`config.mk`:
```
export PLATFORM = sky130hd
export DESIGN_NAME = frame_sequencer
export DESIGN_NICKNAME = d
export VERILOG_FILES = /design/src/rtl/frame_sequencer.sv
export SDC_FILE = /design/constraint.sdc
export NUM_CORES = 1
export LEC_CHECK = 0
export CORE_MARGIN = 1.5
export CORE_UTILIZATION = 45
export DETAILED_ROUTE_END_ITERATION = 7
export GPL_ROUTABILITY_DRIVEN = 0
export HOLD_SLACK_MARGIN = 0.15
export PLACE_DENSITY_LB_ADDON = 0.08
export SLEW_MARGIN = 15
export SYNTH_ARGS = -nofsm -noshare
export SYNTH_HDL_FRONTEND = slang
export SYNTH_SLANG_ARGS = --single-unit
```
`constraint.sdc`:
```
create_clock -name clk -period 3.1 [get_ports clk]
set_clock_uncertainty 0.2 [all_clocks]
set_input_delay 0.62 -clock clk [delete_from_list [all_inputs] [get_ports clk]]
set_output_delay 0.62 -clock clk [all_outputs]
set_load 0.005 [all_outputs]
```
`src/rtl/frame_sequencer.sv`:
```
// Frame sequencer: emits header + FRAME_LEN payload words into a FIFO,
// then idles GAP_CYCLES cycles before the next frame while run is high.
module frame_sequencer #(
   parameter int unsigned FRAME_LEN  = 16,
   parameter int unsigned GAP_CYCLES = 4,
   parameter logic [15:0] HDR_TAG    = 16'hFACE
) (
   input  logic        clk,
   input  logic        rst,
   input  logic        run,
   input  logic        full,
   input  logic [31:0] frame_count,
   output logic        wr_en,
   output logic [31:0] din,
   output logic        frame_inc,
   output logic        busy,
   output logic [31:0] stall_cnt
);

   typedef enum logic [1:0] {
      S_IDLE,
      S_HDR,
      S_DATA,
      S_GAP
   } state_t;

   localparam logic [15:0] LAST_IDX = 16'(FRAME_LEN - 1);
   localparam logic [15:0] GAP_LAST = 16'(GAP_CYCLES - 1);
   localparam bit          NO_GAP   = (GAP_CYCLES == 0);

   state_t      state_q, state_d;
   logic [15:0] word_idx_q, word_idx_d;
   logic [15:0] gap_cnt_q, gap_cnt_d;
   logic [31:0] stall_cnt_q, stall_cnt_d;
   logic [31:0] stall_inc;
   logic [15:0] fc_lo;
   logic        unused_fc_hi;

   assign fc_lo        = frame_count[15:0];
   assign unused_fc_hi = ^frame_count[31:16];
   assign stall_cnt    = stall_cnt_q;

   // Saturating increment so a long stall never wraps back to a small count
   assign stall_inc = (stall_cnt_q == 32'hFFFF_FFFF) ?
                      stall_cnt_q : stall_cnt_q + 32'd1;

   always_comb begin
      state_d     = state_q;
      word_idx_d  = word_idx_q;
      gap_cnt_d   = gap_cnt_q;
      stall_cnt_d = stall_cnt_q;
      wr_en       = 1'b0;
      frame_inc   = 1'b0;
      din         = '0;
      busy        = (state_q != S_IDLE);

      unique case (state_q)
         S_IDLE: begin
            if (run) state_d = S_HDR;
         end
         S_HDR: begin
            din   = {HDR_TAG, fc_lo};
            wr_en = !full;
            if (full) begin
               stall_cnt_d = stall_inc;
            end else begin
               word_idx_d = '0;
               state_d    = S_DATA;
            end
         end
         S_DATA: begin
            din   = {fc_lo, word_idx_q};
            wr_en = !full;
            if (full) begin
               stall_cnt_d = stall_inc;
            end else begin
               word_idx_d = word_idx_q + 16'd1;
               if (word_idx_q == LAST_IDX) begin
                  frame_inc = 1'b1;
                  if (NO_GAP) begin
                     state_d = run ? S_HDR : S_IDLE;
                  end else begin
                     state_d   = S_GAP;
                     gap_cnt_d = '0;
                  end
               end
            end
         end
         S_GAP: begin
            if (gap_cnt_q == GAP_LAST) begin
               gap_cnt_d = '0;
               state_d   = run ? S_HDR : S_IDLE;
            end else begin
               gap_cnt_d = gap_cnt_q + 16'd1;
            end
         end
         default: begin
            state_d = S_IDLE;
         end
      endcase

      // Strobes are masked during reset even before the state flop clears
      if (rst) begin
         wr_en     = 1'b0;
         frame_inc = 1'b0;
         busy      = 1'b0;
      end
   end

   always_ff @(posedge clk) begin
      if (rst) begin
         state_q     <= S_IDLE;
         word_idx_q  <= '0;
         gap_cnt_q   <= '0;
         stall_cnt_q <= '0;
      end else begin
         state_q     <= state_d;
         word_idx_q  <= word_idx_d;
         gap_cnt_q   <= gap_cnt_d;
         stall_cnt_q <= stall_cnt_d;
      end
   end

endmodule
```
==> results_dict.tcl <==
set metrics [dict create \
    mostFrequentLayoutCell "nor2_1" \
    ys.flop_type "dfxtp_1" \
    dieArea_um2 8680 \
    rr_worst_depth 9 \
    antenna_found_initial 0 \
    powerDensity_nw_per_um2 527 \
    async_flop_share 0 \
    io_buffer_count 86 \
    areaGrowthSynthToFinish_pct 34.8 \
    ant_nets 0 \
    critPathCapture "din[27]" \
    synth-seq-area-share 0.361 \
    placed_cells 646 \
    ctsHoldBuffers 0 \
    reg2reg_slack_ps 530 \
    worstSetupStartpoint "state_q[1]" \
    setup_viol 0 \
    drv_slew 0 \
    max_freq_mhz 334 \
    synthTopCellsByArea "dfxtp_1 36%, nor2_1 10%, xor2_1 7.2%, xnor2_1 5.0%, nand4_1 3.8%" \
    cp-end-kind "output port" \
    netlist-cell-type-count 46 \
    r2r-start "state_q[1]" \
    rsz0062_at_grt "false" \
    cts_tree "yes" \
    vias 3510 \
    drv_cap 0 \
    cts_buffer_depth 2 \
    hold_viol_final 0 \
    yosys_warnings 0 \
    syn_area_per_cell_um2 7.90 \
    leakagePower_uw 0.00171 \
    netlist_instances 463 \
    htree_levels 3 \
    drt-wirelength-per-cell_um 14.0 \
    final_nets 598 \
    required_ps 2280 \
    post-route-period-util 0.965 \
    netlist.area_leader.share 0.361 \
    insertion_delay_ps 340 \
    fin_setup_tns_ps 0 \
    regArea_um2 1330 \
    fp.dieH_um 93.2 \
    drt_drc_violations_left 0 \
    gr-total-overflow 0 \
    io_pins 103 \
    antenna_cells 0 \
    reg2reg_to "stall_cnt[21]" \
    post_cts_buffers 0 \
    synth_area_um2 3660 \
    grt_max_degree 28 \
    grt_pass1_wl_mm 15.7 \
    wl_mm 9.27 \
    final_layout_size_suffix_gt1_frac 0.0912 \
    first_iter_violations 233 \
    cts.sinks 66 \
    drt_pre_antenna_iters 4 \
    holdPathStages 2 \
    cts.repair.resized 2 \
    crit_type "register to output port" \
    viasPerCell 5.31 \
    start_util 0.469 \
    worstSetupStartpointType "register" \
    synth_top_cell_by_area "dfxtp_1" \
    cts_made_buffers 9 \
    grt_pass1_vias 3365 \
    max-vdd-ir-drop_uv 315 \
    multiInputGateArea_um2 2240 \
    layout_common_cells "100 x nor2_1, 85 x clkdlybuf4s50_1, 62 x dfxtp_1" \
    maxSlewHeadroom 0.588 \
    ys_ff_latch 66 \
    grtUsageTotal 0.228 \
    synth_fp_nets 506 \
    worst_pin_slew_ps 611 \
    die_w_um 93.2 \
    fin_cells 661 \
    fillers 734 \
    hold_path_class "register to register" \
    outcome "finished clean" \
    crit_arrival_ps 2170 \
    crit_fanout 17 \
    num_rows 32 \
    period_minus_slack_ps 2990 \
    synth_edf_count 0 \
    coreArea_um2 7810 \
    clockRootBuffer "clkbuf_8" \
    dp_hpwl_mm 6.79 \
    path_clk_slew_ps 70 \
]
==> stage by stage <==
stage | hold WS (ps) | power (µW) | setup slack, ps | utilization | cell area (µm²)
after CTS | 300 | 2620 | 52.1 | 0.630 | 4920
after detailed placement | 292 | 1820 | 185 | 0.602 | 4700
after global routing | 328 | 2760 | 3.20 | 0.632 | 4930
final | 295 | 2600 | 108 | 0.632 | 4930
after global placement | 279 | 1810 | 176 | 0.602 | 4700
after floorplan | 259 | 1410 | 629 | - | 3660
==> kinds of logic after synthesis <==
logic type      Yosys count  synth area share
simple gates            246             0.336
flops                    66             0.361
compound gates           58             0.112
xor+xnor                 51             0.122
buf+inv                  31            0.0318
fa+ha+maj                 7            0.0239
mux                       4            0.0137
==> critical path, stage by stage (launching register included) <==
cell and delay [ps]:
dfxtp_2 360, inv_1 90, ha_4 290, buf_6 150, o21ai_0 100, buf_4 190
nor2_1 130, clkdlybuf4s50_1 510
==> cells in the mapped netlist (all sizes together) (12+ instances only) <==
cell type,count
nand3,20
a22oi,17
dfxtp,66
nor2,100
nor2b,19
nand4,23
clkbuf,20
nand2,31
xnor2,21
xor2,30
nor4,12
==> flip-flops by register name, indices dropped and copies added, names as in the netlist <==
register,flops
stall_cnt,32
gap_cnt_q,16
word_idx_q,16
state_q,2
==> power breakdown <==
group | internal (µW) | switching [µW] | leakage [µW]
Combinational | 500 | 439 | 0.00107
Clock | 432 | 321 | 0.000106
Sequential | 877 | 29.8 | 0.000534
Total | 1810 | 790 | 0.00171
==> metal layers <==
layer / track usage / routed length, µm
met5: 0 / 0
met4: 0.0934 / 176
met3: 0.0520 / 586
met2: 0.383 / 4310
met1: 0.280 / 4190
==> area by class of cell <==
class / count / area share
sequential: 66 / 0.269
tap: 102 / 0.0259
clock inverter: 2 / 0.00710
clock buffer: 13 / 0.0342
timing repair buffer: 102 / 0.203
multi-input combinational: 366 / 0.454
inverter: 10 / 0.00761
==> worst min-delay path by stage <==
stage | startpoint | slack [ps] | to
finish | gap_cnt_q[14] | 300 | gap_cnt_q[14]
global route | word_idx_q[0] | 330 | word_idx_q[0]
CTS | gap_cnt_q[14] | 300 | gap_cnt_q[14]
detailed placement | gap_cnt_q[14] | 290 | gap_cnt_q[14]
global placement | gap_cnt_q[14] | 280 | gap_cnt_q[14]
floorplan | gap_cnt_q[14] | 260 | gap_cnt_q[14]
(Power assumes the default switching activity.)
